**src/rtl/instr_fetch_unit.sv**
```systemverilog
// Instruction fetch unit: owns the PC, fetches one word per request over a req/ack
// instruction-memory port, and resolves sequential/branch next-PC on load_pc.
module instr_fetch_unit #(
  parameter int unsigned       ADDR_W      = 32,
  parameter int unsigned       DATA_W      = 32,
  parameter int unsigned       OFF_W       = 16,
  parameter logic [ADDR_W-1:0] RESET_PC    = '0,
  parameter int unsigned       ACK_TIMEOUT = 15
) (
  input  logic              clk,
  input  logic              reset,
  input  logic              fetch_start,
  input  logic              load_pc,
  input  logic [2:0]        branch_sel,
  input  logic [DATA_W-1:0] cond_val,
  output logic [ADDR_W-1:0] imem_addr,
  output logic              imem_req,
  input  logic              imem_ack,
  input  logic [DATA_W-1:0] imem_rdata,
  output logic [ADDR_W-1:0] pc,
  output logic [DATA_W-1:0] instr,
  output logic [3:0]        op_code,
  output logic              instr_valid,
  output logic              busy,
  output logic              branch_taken,
  output logic              fetch_err
);

  localparam int unsigned       CNT_W = $clog2(ACK_TIMEOUT + 1);
  localparam logic [DATA_W-1:0] NOP   = {4'hE, {(DATA_W-4){1'b0}}};

  typedef enum logic [1:0] {S_IDLE, S_BUSY, S_ERR} state_t;

  state_t            state_q, state_d;
  logic [ADDR_W-1:0] pc_q, pc_d, addr_q, addr_d;
  logic [DATA_W-1:0] instr_q, instr_d, pend_cond_q, pend_cond_d;
  logic [2:0]        pend_sel_q, pend_sel_d;
  logic [CNT_W-1:0]  cnt_q, cnt_d;
  logic              valid_q, valid_d, req_q, req_d, busy_q, busy_d;
  logic              bt_q, bt_d, err_q, err_d, pend_q, pend_d;
  logic              defer_q, defer_d;

  logic              ld_apply, ld_taken, fetch_go;
  logic [2:0]        ld_sel;
  logic [DATA_W-1:0] ld_cond;
  logic [ADDR_W-1:0] off_ext;

  function automatic logic br_taken(input logic [2:0] sel, input logic [DATA_W-1:0] c);
    case (sel)
      3'b001:  br_taken = 1'b1;
      3'b010:  br_taken = c[DATA_W-1];
      3'b011:  br_taken = !c[DATA_W-1] && (c != '0);
      3'b100:  br_taken = (c == '0);
      default: br_taken = 1'b0;
    endcase
  endfunction

  assign off_ext = ADDR_W'($signed(instr_q[OFF_W-1:0]));

  always_comb begin
    state_d     = state_q;
    pc_d        = pc_q;
    addr_d      = addr_q;
    instr_d     = instr_q;
    valid_d     = valid_q;
    req_d       = req_q;
    busy_d      = busy_q;
    bt_d        = 1'b0;
    err_d       = err_q;
    cnt_d       = cnt_q;
    pend_d      = pend_q;
    pend_sel_d  = pend_sel_q;
    pend_cond_d = pend_cond_q;
    defer_d     = 1'b0;
    ld_apply    = 1'b0;
    ld_taken    = 1'b0;
    fetch_go    = 1'b0;
    ld_sel      = branch_sel;
    ld_cond     = cond_val;

    case (state_q)
      S_IDLE: begin
        // A load pending from the BUSY period wins over a fresh load_pc this cycle.
        ld_apply = pend_q || load_pc;
        if (pend_q) begin
          ld_sel  = pend_sel_q;
          ld_cond = pend_cond_q;
        end
        pend_d = 1'b0;
        if (ld_apply) begin
          ld_taken = br_taken(ld_sel, ld_cond);
          pc_d     = ld_taken ? pc_q + off_ext : pc_q + ADDR_W'(1);
          bt_d     = ld_taken;
          valid_d  = 1'b0;
        end
        // A fetch coinciding with a PC update is issued a cycle later, from the new PC.
        fetch_go = fetch_start || defer_q;
        if (fetch_go && ld_apply) begin
          defer_d = 1'b1;
        end else if (fetch_go) begin
          state_d = S_BUSY;
          addr_d  = pc_q;
          req_d   = 1'b1;
          busy_d  = 1'b1;
          valid_d = 1'b0;
          cnt_d   = '0;
        end
      end
      S_BUSY: begin
        if (load_pc) begin
          pend_d      = 1'b1;
          pend_sel_d  = branch_sel;
          pend_cond_d = cond_val;
        end
        if (imem_ack) begin
          instr_d = imem_rdata;
          valid_d = 1'b1;
          req_d   = 1'b0;
          busy_d  = 1'b0;
          state_d = S_IDLE;
        end else begin
          cnt_d = cnt_q + CNT_W'(1);
          if (cnt_q == CNT_W'(ACK_TIMEOUT - 1)) begin
            req_d   = 1'b0;
            busy_d  = 1'b0;
            err_d   = 1'b1;
            pend_d  = 1'b0;
            state_d = S_ERR;
          end
        end
      end
      S_ERR:   state_d = S_ERR;
      default: state_d = S_IDLE;
    endcase
  end

  always_ff @(posedge clk) begin
    if (!reset) begin
      state_q     <= S_IDLE;
      pc_q        <= RESET_PC;
      addr_q      <= RESET_PC;
      instr_q     <= NOP;
      valid_q     <= 1'b0;
      req_q       <= 1'b0;
      busy_q      <= 1'b0;
      bt_q        <= 1'b0;
      err_q       <= 1'b0;
      cnt_q       <= '0;
      pend_q      <= 1'b0;
      pend_sel_q  <= '0;
      pend_cond_q <= '0;
      defer_q     <= 1'b0;
    end else begin
      state_q     <= state_d;
      pc_q        <= pc_d;
      addr_q      <= addr_d;
      instr_q     <= instr_d;
      valid_q     <= valid_d;
      req_q       <= req_d;
      busy_q      <= busy_d;
      bt_q        <= bt_d;
      err_q       <= err_d;
      cnt_q       <= cnt_d;
      pend_q      <= pend_d;
      pend_sel_q  <= pend_sel_d;
      pend_cond_q <= pend_cond_d;
      defer_q     <= defer_d;
    end
  end

  assign pc           = pc_q;
  assign imem_addr    = addr_q;
  assign imem_req     = req_q;
  assign instr        = instr_q;
  assign op_code      = instr_q[DATA_W-1 -: 4];
  assign instr_valid  = valid_q;
  assign busy         = busy_q;
  assign branch_taken = bt_q;
  assign fetch_err    = err_q;

endmodule
```
**config.mk**
```make
export PLATFORM = sky130hd
export DESIGN_NAME = instr_fetch_unit
export DESIGN_NICKNAME = d
export VERILOG_FILES = /design/src/rtl/instr_fetch_unit.sv
export SDC_FILE = /design/constraint.sdc
export NUM_CORES = 1
export LEC_CHECK = 0
export CORE_MARGIN = 2
export CORE_UTILIZATION = 45
export CTS_BUF_LIST = sky130_fd_sc_hd__clkbuf_4 sky130_fd_sc_hd__clkbuf_8 sky130_fd_sc_hd__clkbuf_16
export DETAILED_ROUTE_END_ITERATION = 12
export GPL_ROUTABILITY_DRIVEN = 0
export PLACE_DENSITY = 0.74
export SYNTH_ARGS = -nofsm -noshare
export SYNTH_HDL_FRONTEND = slang
export SYNTH_SLANG_ARGS = --single-unit
```
**constraint.sdc**
```tcl
create_clock -name clk -period 5.07 [get_ports clk]
set_clock_uncertainty 0.15 [all_clocks]
set_input_delay 0.7605 -clock clk [delete_from_list [all_inputs] [get_ports clk]]
set_output_delay 0.7605 -clock clk [all_outputs]
set_load 0.02 [all_outputs]
```
# Word-level counts from Yosys, hierarchy flattened

Cells that the tools add are included.

Output and inout port bits: 105
Input bits: 72
Word-level logic and storage cells: 82
Flip-flop bits (word level): 143

$add $sub $neg: 3
Multiplexer cells: 32
Bitwise operators: 2
Eq/ne operators: 12
Reductions and logical operators: 20

Operator list:

| cell                                          | count |
|---|---|
| two-way mux 32 bit                            | 3 |
| adder 32 x 1 -> 32 bit, second input constant | 1 |
| adder 32 bit                                  | 1 |
| zero test 32 bit                              | 1 |
| nonzero test 32 bit                           | 1 |
| two-way mux 1 bit                             | 14 |
| two-way mux 4 bit                             | 3 |
| AND reduction 3 bit                           | 4 |
| AND reduction 2 bit                           | 5 |
| two-way mux 2 bit                             | 4 |
| inequality test 2 bit, second input constant  | 4 |
| one-hot mux 4 bit (2 select lines)            | 1 |
| AND reduction 4 bit                           | 2 |
| == test 3 x 2 -> 1 bit, second input constant | 2 |
| two-way mux 3 bit                             | 2 |
| one-hot mux 1 bit (2 select lines)            | 3 |
| one-hot mux 2 bit (3 select lines)            | 1 |
| adder 4 x 1 -> 4 bit, second input constant   | 1 |
| == test 4 bit, second input constant          | 1 |
| one-hot mux 1 bit (4 select lines)            | 1 |
| == test 3 x 1 -> 1 bit, second input constant | 1 |
| == test 3 bit, second input constant          | 1 |
| inequality test 3 bit, second input constant  | 1 |
| == test 2 x 1 -> 1 bit, second input constant | 1 |
| other kinds (7)                               | 10 |

# Longest topological paths before layout

Word-level depth: 8
Gate-level depth with buffers: 21
Mapped depth without buffers: 19

# Worst setup path after synthesis

No wires, ideal clock.

Kind: input -> register
From: input port cond_val[7]
To: register pc_q[26] (netlist: pc[26])
Slack: 264 ps
Data required time: 4858 ps
Setup time: 62 ps
Buffers on the path: 1
Arrival time: 4594 ps
Stages: 18
Path through: nor4_1 > nand4_1 > nor4_1 > o21ai_0 > o21ai_1 > a2bb2oi_2 > clkbuf_1 > nor2_1 > ha_1 > a21o_1 > a21o_1 > a21oi_1 > o21ai_0 > a31o_2 > nor2_1 > o21ai_1 > or4b_1 > nand3_1

Word-level cells in the longest chain between the ends: 8

Ends and longest elaborated chain:

| element                              | line | text |
|---|---|---|
| start, declared                      | 15   | `input logic [DATA_W-1:0] cond_val,` |
| two-way mux 32 bit *                 | 85   | `if (pend_q) begin` |
| two-way mux 32 bit *                 | 81   | `case (state_q)` |
| nonzero test 32 bit                  | 52   | `3'b011: br_taken = !c[DATA_W-1] && (c != '0);` |
| logical AND 1 bit                    | 52   |  |
| one-hot mux 1 bit (4 select lines) * | 49   | `case (sel)` |
| two-way mux 1 bit *                  | 90   | `if (ld_apply) begin` |
| two-way mux 1 bit *                  | 81   |  |
| two-way mux 32 bit *                 | 92   | `pc_d = ld_taken ? pc_q + off_ext : pc_q + ADDR_W'(1);` |
| end signal, assigned                 | 155  | `pc_q <= pc_d;` |
| end, declared                        | 35   | `logic [ADDR_W-1:0] pc_q, pc_d, addr_q, addr_d;` |

Mark *: on every way between the ends. The rest lies on a longest branch, timed or not. The select of a mux whose other input is x is not followed.
A chain may end at the register's enable or synchronous reset.

# Worst setup path in the final report

From: input port cond_val[3]
To: register pc_q[26] (netlist: pc[26])

Same word-level chain as after synthesis.

==> impl_metrics.yaml <==
run_status:
  status: "completed"
global_route:
  antenna_found_initial: 0
  grt_pass1_wl_um: 31920
  grt_max_degree: 58
  grt.total_usage_pct: 24.11
  grt-ovfl-total: 0
  grt_pass1_vias: 6524
timing:
  worst_pin_slew_ns: 1.168
  min_period_over_period_pct: 93.88
  finalHoldViolCount: 0
  slew_viol_final: 0
  post-route-min-period_ns: 4.760
  setup-violations-final: 0
  fmax_ghz: 0.2101
  rsz0062_at_grt: "yes"
  finalSetupTns_ns: 0
  relSlewSlack_pct: 22.15
die:
  die_y_um: 128.5
  coreArea_um2: 15150
  pin_count: 177
  start_util_pct: 46.02
  fp.dieW_um: 128.5
  rows: 45
  die-area_um2: 16500
min_path:
  worstHoldStart: "imem_addr[15]"
  hp-class: "reg -> reg"
cells_and_area:
  fin_nets: 1204
  areaGrowthSynthToFinish_pct: 39.35
  regArea_um2: 2863
  drive_gt1_share_pct: 8.378
  antenna_cells: 0
  final_util_pct: 64.13
  fillers: 1338
  final_cells: 1298
  multiInputGateArea_um2: 3851
route:
  drt-initial-drc-count: 429
  drt-total-wl_um: 19550
  vias: 6965
  post_drt_wl_per_cell_um: 15.06
  final_antenna_net_count: 0
  drc: 0
  via_per_inst: 5.366
  drtPass1Iterations: 6
setup_path:
  cp.arrival_ns: 4.98
  r2r-end: "pc[26]"
  critPathKind: "in -> reg"
  startpoint: "cond_val[3]"
  rr_startpoint: "pend_cond_q[23]"
  reg2reg_depth: 18
  cp-start-kind: "input pin"
  endpoint_kind: "flip-flop"
  critPathMaxFanout: 8
  r2r_slack_ns: 0.69
  crit_path_end: "pc[26]"
  worstPathRequired_ns: 5.29
place:
  dp_cells: 1266
  portBuffers: 176
  hpwlAfterDp_um: 14170
logic_synthesis:
  synth_top_area_share_pct: 41.07
  synth_common_cells: "nand2_1 (259), a21oi_1 (151), dfxtp_1 (143)"
  syn_area_um2: 6970
  yosysSeqAreaShare_pct: 41.07
  synth_ff_type: "dfxtp_1"
  yosys_warnings: 0
  synthMostInstantiatedCell: "nand2_1"
  syn-mean-instance-area_um2: 7.635
  synth_seq_cells: 143
  synth_largest_area_cell: "dfxtp_1"
  netlist-cell-type-count: 59
  syn-num-nets: 1019
  async_flop_share_pct: 0
  synthCells: 913
  synth-edff-count: 0
  synthTopCellsByArea: "dfxtp_1 (41%), nand2_1 (14%), a21oi_1 (11%)"
cts:
  htreeDepth: 4
  clock_latency_ns: 0.43
  ctsHoldBuffers: 0
  cts.reportedPaths.clkPinSlew_ns: 0.06
  cts.sinks: 143
  cts_made_buffers: 17
  cts-root-buf: "clkbuf_16"
  cts_buffer_depth: 2
  cts_tree: "done"
flow_run:
  drv_cap: 0
power_and_ir_drop:
  powerDensity_nw_per_um2: 280.8
  power.leakage_nw: 3.628
  vdd_drop_max_mv: 0.2167
[worst min path at each step]
stage / endpoint / cells after the start
detailed placement: imem_addr[13] / 2
global placement: pend_sel_q[0] / 2
floorplan: pend_sel_q[0] / 2
finish: imem_addr[15] / 2
CTS: instr[27] / 2
global route: imem_addr[8] / 2
[power by group]
part           switching (mW)  total, mW  internal [mW]
registers              0.0193       1.17           1.15
logic                   0.159      0.287          0.128
clock network           0.488       1.27          0.784
total                   0.666       2.73           2.06
[area by class of cell]
cell class / instances / share of cell area (%)
clock buffer: 18 / 4.521
multi-input combinational: 700 / 39.65
timing repair buffer: 222 / 21.69
clock inverter: 13 / 1.675
inverter: 14 / 0.5668
tap: 188 / 2.422
sequential: 143 / 29.47
[per-stage QoR]
| step | instance area [um^2] | power [mW] | hold slack [ns] | setup slack (ns) |
|---|---|---|---|---|
| finish | 9713 | 2.727 | 0.3016 | 0.3101 |
| CTS | 9681 | 2.749 | 0.3036 | 0.2265 |
| global route | 9713 | 2.826 | 0.3159 | -0.01794 |
| global placement | 9079 | 1.475 | 0.2886 | -0.09374 |
| floorplan | 6970 | 1.335 | 0.2829 | 0.2644 |
| detailed placement | 9079 | 1.478 | 0.2961 | -0.1877 |
[what timing repair did]
action / CTS / global route
endpoints found under the hold margin: 0 / 0
buffers inserted: 0 / 1
endpoints found under the setup margin: 0 / 6
resized for setup: 0 / 5
[critical path, stage by stage]
cell and delay, ns:
clkdlybuf4s50_1 0.42, nor4_1 0.36, nand4_1 0.14, nor4_1 0.17, o21ai_0 0.17, o21ai_1 0.20, a2bb2oi_2 0.09, buf_4 0.18
nor2_1 0.27, ha_1 0.31, a21o_1 0.20, a21o_1 0.18, a21oi_1 0.18, o21ai_0 0.16, a31o_2 0.29, nor2_1 0.16
o21ai_1 0.13, or4b_1 0.52, nand3_1 0.09
[cells in the final DEF, fill, tap and decap left out, types with 4 or more instances in the layout]
cell type | synthesis | layout
a211oi_1 | 4 | 4
a21o_1 | 12 | 12
a21oi_1 | 151 | 151
a31oi_1 | 9 | 9
and2_1 | 5 | 5
and3_1 | 6 | 6
buf_4 | 6 | 46
clkbuf_16 | 0 | 17
clkdlybuf4s50_1 | 0 | 176
dfxtp_1 | 143 | 143
ha_1 | 33 | 33
inv_1 | 14 | 13
mux2i_1 | 6 | 6
nand2_1 | 259 | 259
nand2b_1 | 7 | 7
nand3_1 | 16 | 16
nand4_1 | 7 | 7
nand4b_1 | 4 | 4
nor2_1 | 40 | 40
nor2b_1 | 18 | 18
nor3_1 | 11 | 10
nor4_1 | 19 | 17
o211ai_1 | 4 | 4
o21a_1 | 6 | 6
o21ai_0 | 18 | 18
or3_1 | 4 | 4
xnor2_1 | 15 | 15
xor2_1 | 7 | 7
[logic make-up (layout without fill, tap and decap cells)]
logic type | Yosys count | count (layout) | share of synthesized area, %
buffers and inverters | 70 | 267 | 4.111
adder cells (fa/ha/maj) | 34 | 34 | 6.211
XOR/XNOR | 22 | 22 | 2.764
flip-flops | 143 | 143 | 41.07
multiplexers | 8 | 8 | 1.185
AND/OR/NAND/NOR | 406 | 406 | 25.60
AO/OA/AOI/OAI | 230 | 230 | 19.06
[metal layers]
layer / track usage [%] / wire (um) / vias to the layer above
met3: 6.195 / 1059 / 29
met2: 39.99 / 9359 / 180
met5: 0 / 0 / -
met4: 8.468 / 369 / 0
li1: - / - / 3501
met1: 30.53 / 8758 / 3255
[state kept, by name (all words and copies together) (netlist names), 2 cells and up]
signal       cells
pend_cond_q     32
instr           32
cnt_q            4
pend_sel_q       3
state_q          2
imem_addr       32
pc              32
(Power assumes the default switching activity.)
